**config.mk**
```make
export PLATFORM = sky130hd
export DESIGN_NAME = dphy_data_lane_ctrl
export DESIGN_NICKNAME = d
export VERILOG_FILES = /design/src/rtl/dsi_dphy_pkg.sv /design/src/rtl/dphy_lane_timer.sv /design/src/rtl/dphy_data_lane_ctrl.sv
export SDC_FILE = /design/constraint.sdc
export NUM_CORES = 1
export LEC_CHECK = 0
export CORE_MARGIN = 2
export CORE_UTILIZATION = 50
export CTS_CLUSTER_DIAMETER = 60
export CTS_CLUSTER_SIZE = 20
export DETAILED_ROUTE_END_ITERATION = 16
export GPL_ROUTABILITY_DRIVEN = 1
export PLACE_DENSITY_LB_ADDON = 0.15
export SETUP_SLACK_MARGIN = 0.02
export SLEW_MARGIN = 40
export SYNTH_ARGS = -nofsm -noshare
export SYNTH_HDL_FRONTEND = slang
export SYNTH_HIERARCHICAL = 1
export SYNTH_SLANG_ARGS = --single-unit
```
**constraint.sdc**
```tcl
create_clock -name clk_word_i -period 3.5 [get_ports clk_word_i]
set_input_delay 0.35 -clock clk_word_i [delete_from_list [all_inputs] [get_ports clk_word_i]]
set_output_delay 0.35 -clock clk_word_i [all_outputs]
set_load 0.01 [all_outputs]
```
**src/rtl/dsi_dphy_pkg.sv**
```systemverilog
// Shared D-PHY lane definitions: sequencer states, sync byte, LP line levels.
package dsi_dphy_pkg;

    typedef enum logic [2:0] {
        ST_IDLE,
        ST_LP_RQST,
        ST_LP_PREP,
        ST_HS_ZERO,
        ST_HS_SYNC,
        ST_HS_DATA,
        ST_HS_TRAIL,
        ST_HS_EXIT
    } lane_state_t;

    localparam logic [7:0] c_dphy_sync_byte = 8'hB8;

    // LP levels packed as {p, n}
    localparam logic [1:0] c_lp_11 = 2'b11;
    localparam logic [1:0] c_lp_01 = 2'b01;
    localparam logic [1:0] c_lp_00 = 2'b00;

    // Timer preset for a duration of t cycles; a zero duration behaves as one cycle.
    function automatic int unsigned timer_preset(input int unsigned t);
        return (t == 32'd0) ? 32'd0 : t - 32'd1;
    endfunction

endpackage

```
**src/rtl/dphy_lane_timer.sv**
```systemverilog
// Loadable down-counter with a zero flag; shared by the data and clock lane sequencers.
module dphy_lane_timer #(
    parameter int unsigned g_cnt_width = 8
) (
    input  logic                   clk,
    input  logic                   rst_n,
    input  logic                   load,
    input  logic [g_cnt_width-1:0] load_value,
    output logic                   zero_c
);

    logic [g_cnt_width-1:0] count;

    // Saturates at zero so a state that ignores the timer leaves it idle.
    always_ff @(posedge clk or negedge rst_n) begin
        if (!rst_n) begin
            count <= '0;
        end else if (load) begin
            count <= load_value;
        end else if (count != '0) begin
            count <= count - g_cnt_width'(1);
        end
    end

    assign zero_c = (count == '0);

endmodule

```
**src/rtl/dphy_data_lane_ctrl.sv**
```systemverilog
// D-PHY data lane transmit sequencer: LP request/prepare, HS zero/sync/payload/trail, LP exit.
module dphy_data_lane_ctrl
    import dsi_dphy_pkg::*;
#(
    parameter int unsigned g_t_lpx        = 2,
    parameter int unsigned g_t_hs_prepare = 2,
    parameter int unsigned g_t_hs_zero    = 6,
    parameter int unsigned g_t_hs_trail   = 4,
    parameter int unsigned g_t_hs_exit    = 6,
    parameter int unsigned g_cnt_width    = 8
) (
    input  logic       clk_word_i,
    input  logic       rst_n_a_i,
    input  logic       hs_req_i,
    input  logic [7:0] tx_data_i,
    input  logic       tx_valid_i,
    output logic       tx_ready_o,
    output logic       busy_o,
    output logic [7:0] d_o,
    output logic       hs_t_o,
    output logic       lp_oe_n_o,
    output logic       lp_p_o,
    output logic       lp_n_o
);

    localparam logic [g_cnt_width-1:0] c_ld_lpx   = g_cnt_width'(timer_preset(g_t_lpx));
    localparam logic [g_cnt_width-1:0] c_ld_prep  = g_cnt_width'(timer_preset(g_t_hs_prepare));
    localparam logic [g_cnt_width-1:0] c_ld_zero  = g_cnt_width'(timer_preset(g_t_hs_zero));
    localparam logic [g_cnt_width-1:0] c_ld_trail = g_cnt_width'(timer_preset(g_t_hs_trail));
    localparam logic [g_cnt_width-1:0] c_ld_exit  = g_cnt_width'(timer_preset(g_t_hs_exit));

    lane_state_t            state;
    lane_state_t            state_nxt;
    logic                   tmr_load;
    logic [g_cnt_width-1:0] tmr_value;
    logic                   tmr_zero;

    dphy_lane_timer #(
        .g_cnt_width(g_cnt_width)
    ) u_timer (
        .clk        (clk_word_i),
        .rst_n      (rst_n_a_i),
        .load       (tmr_load),
        .load_value (tmr_value),
        .zero_c     (tmr_zero)
    );

    assign tx_ready_o = (state == ST_HS_SYNC) || (state == ST_HS_DATA);

    // Next state and timer preset on each state entry.
    always_comb begin
        state_nxt = state;
        tmr_load  = 1'b0;
        tmr_value = '0;
        case (state)
            ST_IDLE: if (hs_req_i) begin
                state_nxt = ST_LP_RQST;
                tmr_load  = 1'b1;
                tmr_value = c_ld_lpx;
            end
            ST_LP_RQST: if (tmr_zero) begin
                state_nxt = ST_LP_PREP;
                tmr_load  = 1'b1;
                tmr_value = c_ld_prep;
            end
            ST_LP_PREP: if (tmr_zero) begin
                state_nxt = ST_HS_ZERO;
                tmr_load  = 1'b1;
                tmr_value = c_ld_zero;
            end
            ST_HS_ZERO: if (tmr_zero) begin
                state_nxt = ST_HS_SYNC;
            end
            ST_HS_SYNC, ST_HS_DATA: if (tx_valid_i) begin
                state_nxt = ST_HS_DATA;
            end else begin
                state_nxt = ST_HS_TRAIL;
                tmr_load  = 1'b1;
                tmr_value = c_ld_trail;
            end
            ST_HS_TRAIL: if (tmr_zero) begin
                state_nxt = ST_HS_EXIT;
                tmr_load  = 1'b1;
                tmr_value = c_ld_exit;
            end
            ST_HS_EXIT: if (tmr_zero) begin
                state_nxt = ST_IDLE;
            end
            default: state_nxt = ST_IDLE;
        endcase
    end

    // Outputs are decoded from the next state so they line up with the state register.
    always_ff @(posedge clk_word_i or negedge rst_n_a_i) begin
        if (!rst_n_a_i) begin
            state              <= ST_IDLE;
            busy_o             <= 1'b0;
            d_o                <= 8'h00;
            hs_t_o             <= 1'b1;
            lp_oe_n_o          <= 1'b0;
            {lp_p_o, lp_n_o}   <= c_lp_11;
        end else begin
            state              <= state_nxt;
            busy_o             <= (state_nxt != ST_IDLE);
            d_o                <= 8'h00;
            hs_t_o             <= 1'b1;
            lp_oe_n_o          <= 1'b0;
            {lp_p_o, lp_n_o}   <= c_lp_11;
            case (state_nxt)
                ST_LP_RQST: {lp_p_o, lp_n_o} <= c_lp_01;
                ST_LP_PREP: {lp_p_o, lp_n_o} <= c_lp_00;
                ST_HS_ZERO, ST_HS_SYNC, ST_HS_DATA, ST_HS_TRAIL: begin
                    hs_t_o           <= 1'b0;
                    lp_oe_n_o        <= 1'b1;
                    {lp_p_o, lp_n_o} <= c_lp_00;
                end
                default: ;
            endcase
            case (state_nxt)
                ST_HS_SYNC: d_o <= c_dphy_sync_byte;
                ST_HS_DATA: d_o <= tx_data_i;
                // Trail is the inverse of the last transmitted bit, latched on entry.
                ST_HS_TRAIL: d_o <= (state == ST_HS_TRAIL) ? d_o : (d_o[7] ? 8'h00 : 8'hFF);
                default: ;
            endcase
        end
    end

endmodule

```
Yosys cells after proc, flatten, opt, wreduce, memory -nomap -nowiden
Cells that the tools add are included.

storage, ports and cells
  register bits after elaboration = 24
  bits of input ports = 12

operators by class
  $add $sub $neg = 1
  equality and inequality tests = 14
  muxes and demuxes = 26
  reductions and logical operators = 12

operators with widths
  cell                                                                count
  8-bit two-way mux                                                   4
  8-bit one-hot mux with 3 select lines                               1
  3-bit == test, second input constant                                7
  3-bit two-way mux                                                   7
  3-bit one-hot mux with 7 select lines                               1
  3-bit by 2-bit == test with 1-bit output, second input constant     4
  3-bit one-hot mux with 4 select lines                               1
  1-bit two-way mux                                                   9
  8-bit logical NOT                                                   1
  8-bit nonzero test                                                  1
  8-bit by 1-bit subtractor with 8-bit output, second input constant  1
  3-bit by 1-bit == test with 1-bit output, second input constant     2
  6-bit OR reduction                                                  1
  5-bit OR reduction                                                  1
  2-bit two-way mux                                                   2
  2-bit OR reduction                                                  2
  4-bit OR reduction                                                  1
  3-bit logical NOT                                                   1
  1-bit one-hot mux with 3 select lines                               1
  3-bit nonzero test                                                  1
  3-bit OR reduction                                                  1
  2-bit inequality test, second input constant                        1
  2-bit nonzero test                                                  1
  1-bit logical OR                                                    1

Longest topological paths before layout
  depth after elaboration = 6
  mapped depth = 11

Cells and area by module
Netlist, hierarchy kept.

by module, submodules not included
  module               times used  cells an instance  area an instance (µm²)  sequential area each (µm²)
  dphy_data_lane_ctrl  1           69                 764.5                   404.1
  dphy_lane_timer      1           54                 476.7                   200.2

Least setup slack after synthesis
Ideal clock, no wire load.

  path kind = flip-flop to flip-flop
  from = register u_timer.count[0]
  to = register u_timer.count[4]
  setup time = 0.079 ns
  arrival = 2.609 ns
  setup slack = 0.812 ns
  cell stages (with the launch flop) = 12
  path buffers = 2
  period minus slack after synthesis = 2.688 ns
  path through = dfrtp_1 inv_1 ha_1 or3b_1 clkbuf_2 nor2_1 and2_1 mux2i_1 o21bai_1 dlygate4sd1_1 a21oi_1 a2bb2oi_1

between the ends
  longest elaborated chain between the ends = 4
  elaborated cells between the ends (all ways) = 8

ends and longest elaborated chain
  what                                                     line                                                                             source
  start: declaration                                       dphy_lane_timer.sv:12                                                            logic [g_cnt_width-1:0] count;
  start signal: assignment                                 dphy_lane_timer.sv:19                                                            count <= load_value;
  start signal: assignment                                 dphy_lane_timer.sv:21                                                            count <= count - g_cnt_width'(1);
  8-bit logical NOT (*)                                    dphy_lane_timer.sv:25                                                            assign zero_c = (count == '0);
  named net tmr_zero                                       dphy_data_lane_ctrl.sv:36                                                        logic tmr_zero;
  1-bit two-way mux (*)                                    dphy_data_lane_ctrl.sv:61, dphy_data_lane_ctrl.sv:66, dphy_data_lane_ctrl.sv:81
  1-bit one-hot mux with 3 select lines (*)                dphy_data_lane_ctrl.sv:55                                                        case (state)
  named net tmr_load                                       dphy_data_lane_ctrl.sv:34                                                        logic tmr_load;
  8-bit two-way mux or 2-bit nonzero test (tied branches)  --

Mark *: on every way through the listed nets, which the timed path passes. The rest lies on a longest branch. The select of a mux whose other input is x is not followed.
A chain may end at the register's enable or synchronous reset.

Worst setup path in the final report
  from = register u_timer.count[0]
  to = register u_timer.count[5]

The elaborated chain is that of the path after synthesis.

==> run summary <==
Routed len/inst -> 13.6 um
Hold_buf cts -> 0
Top_reg_cell synth -> dfrtp_1
Arr. time, crit path -> 2.99 ns
Resized cells post-CTS -> 0
Starting Density -> 51.5%
Syn. warnings -> 6
Grt ovf -> 0
Area share of the largest cell type after synthesis -> 42.3%
Chip height -> 53.8 um
H-Tree Depth -> 1
Top-count cell post-synth -> dfrtp_1
Register-to-Register Path Depth -> 10
Top achievable clock speed -> 0.362 GHz
Fin Hold WS -> -0.0176 ns
1st-iter DRT viols -> 29
Setup Viol. Count Final -> 0
WS Path Type -> reg -> reg
Fin area -> 1540 sq um
I/O Buffers -> 25
Worst r2r dst -> u_timer/count[5]$_DFFE_PN0P_
Clock Path Buffers -> 2
WP buf/inv -> 3
Clk sink count -> 24
Vias/cell -> 5.77
Crit path time final -> 2.76 ns
Diodes inserted -> 0
Worst Setup End Kind -> flop
# DRC -> 0
Largest net degree at the start of global routing -> 25
Slowest CP cell -> or3b_1
Final GP Congestion -> 0.902
Hold Path Class -> in -> async
First-pass GRT wire length -> 4.11 mm
Post-synth ARST share -> 100%
Vias after detailed routing -> 1045
Cell mode on critical path -> inv_1
CTS clock-pin slew for the worst setup and hold paths -> 0.14 ns
Finished Core Util -> 64.0%
Share of cells above drive strength 1 -> 8.61%
Die width -> 53.8 um
Fin. Hold Viols -> 21
Die area -> 2900 sq um
Max_slew headroom -> 64.8%
Clock Latency Late Sink -> 0.32 ns
Clk_skew -> 0.00118 ns
Mapped Cells -> 123
Post-synth EDFFs -> 0
Seq/Total Area, Yosys -> 48.7%
All-Layer GR Usage -> 19.6%
Root buffer cell -> clkbuf_4
Critical Path RT -> 3.73 ns
# IOs -> 26
Num rows -> 18
Hpwl dp -> 1.75 mm
CTS tree -> done
Worst-Margin Slew -> 0.528 ns
Synth Area per Inst -> 10.1 sq um
Dpl cell area -> 1510 sq um
Max Slew Vio Count -> 0
Synth cell count leaders -> 21 x dfrtp_1, 10 x a21oi_1, 10 x nand2_1
Post-route clock period utilization -> 78.9%
R2R Setup Slk -> 0.74 ns
TritonRoute pass-1 iters -> 4
Netlist cell types -> 44
Pleak -> 0.614 nW
Synth area leaders -> dfrtp_1 42%, dfstp_2 6.4%, a21oi_1 4.0%
Vias in the first global route -> 981
Synth area leader -> dfrtp_1
Setup TNS -> 0 ns
CP cell instances -> inv_1 -> ha_1 -> or3b_1 -> nor2_1 -> and2_1 -> mux2i_1 -> o21bai_1 -> buf_4 -> inv_1 -> a221oi_1
Worst vdd ir -> 0.412 mV
Nets -> 165
Number of max-cap violations -> 0
Area delta synth->final -> 24.3%
Post-CTS Setup Repair Bufs -> 0
Detailed Route WL -> 2.46 mm
Violated checks -> negative hold slack
Initial antenna violation count -> 0
Largest delay contributor family on the critical path -> simple AND/OR/NAND/NOR gates
R2r startpoint -> u_timer/count[0]$_DFFE_PN0P_
Crit start category -> flop
Mapped Area -> 1240 sq um
Slowest stage delay, CP -> 0.46 ns
RSZ-0062 raised after global routing -> false
Crit path depth -> 10
Routed Antenna Nets -> 0
P per Cell Area -> 765 nW/um^2
FILL cells -> 191
Crit-path max FO -> 13
Status -> complete, but fails checks
Number of synthesized register bits -> 24
Core area -> 2410 sq um
Num CTS Buffers -> 3
sequential cells by signal, indices dropped and copies added, names as in the netlist:
signal	flops
lp_n_o	1
state	3
busy_o	1
d_o	8
lp_p_o	1
lp_oe_n_o	1
hs_t_o	1
u_timer/count	8
final cells by class:
class | count | area [sq um] | share of cell area (%)
Clock buffer | 4 | 36.3 | 2.35
Sequential cell | 24 | 604 | 39.2
Multi-Input combinational cell | 90 | 582 | 37.7
Inverter | 6 | 22.5 | 1.46
Timing Repair Buffer | 27 | 260 | 16.9
Tap cell | 30 | 37.5 | 2.43
where the power goes:
group | total, mW | internal, mW | leakage [nW] | switching, mW
registers | 0.540 | 0.398 | 0.295 | 0.141
clock network | 0.151 | 0.0637 | 0.0210 | 0.0876
logic | 0.489 | 0.255 | 0.297 | 0.234
total | 1.18 | 0.717 | 0.614 | 0.463
cell usage in the layout, fill, tap and decap left out, types with 2 or more instances in the layout:
master / n
a21oi_1: 10
a221o_1: 4
a31oi_1: 2
buf_4: 2
clkbuf_4: 3
clkdlybuf4s50_1: 24
conb_1: 5
dfrtp_1: 21
dfstp_2: 3
inv_1: 6
nand2_1: 10
nand3_1: 3
nor2_1: 8
nor3_1: 3
nor3b_1: 2
nor4_1: 3
o21ai_0: 4
o21bai_1: 2
o2bb2ai_1: 4
o31ai_1: 4
o41ai_1: 2
or3b_1: 2
or4_1: 2
xnor2_1: 2
worst max path at each step:
stage               slack, ns                      endpoint                         start
floorplan                0.81  u_timer/count[4]$_DFFE_PN0P_  u_timer/count[0]$_DFFE_PN0P_
global placement         0.91  u_timer/count[6]$_DFFE_PN0P_  u_timer/count[0]$_DFFE_PN0P_
detailed placement       0.80  u_timer/count[6]$_DFFE_PN0P_  u_timer/count[0]$_DFFE_PN0P_
CTS                      0.76  u_timer/count[5]$_DFFE_PN0P_  u_timer/count[0]$_DFFE_PN0P_
global route             0.49  u_timer/count[5]$_DFFE_PN0P_  u_timer/count[0]$_DFFE_PN0P_
finish                   0.74  u_timer/count[5]$_DFFE_PN0P_  u_timer/count[0]$_DFFE_PN0P_
kinds of logic after synthesis:
group | count (synthesis) | share of synthesized area (%)
flops | 24 | 48.7
mux | 1 | 0.806
xor+xnor | 2 | 1.41
compound gates | 42 | 25.4
fa+ha+maj | 1 | 1.01
buf+inv | 13 | 5.64
other cells | 1 | 0.302
simple gates | 39 | 16.7
per-stage QoR:
step                std cells  setup slack (ns)  power (mW)
global placement          177             0.910        1.02
floorplan                 127             0.812       0.863
CTS                       181             0.760        1.18
detailed placement        177             0.798        1.03
global route              181             0.494        1.27
finish                    181             0.738        1.18
metal layers:
layer  up-vias  share of wire [%]  track usage [%]
met2        37                 46             31.5
li1        519                  -                -
met1       484                 46             24.8
met5         -                  0                0
met4         0                1.8             10.3
met3         5                5.8             3.61
Note: power is estimated with default switching activity, not from simulation.
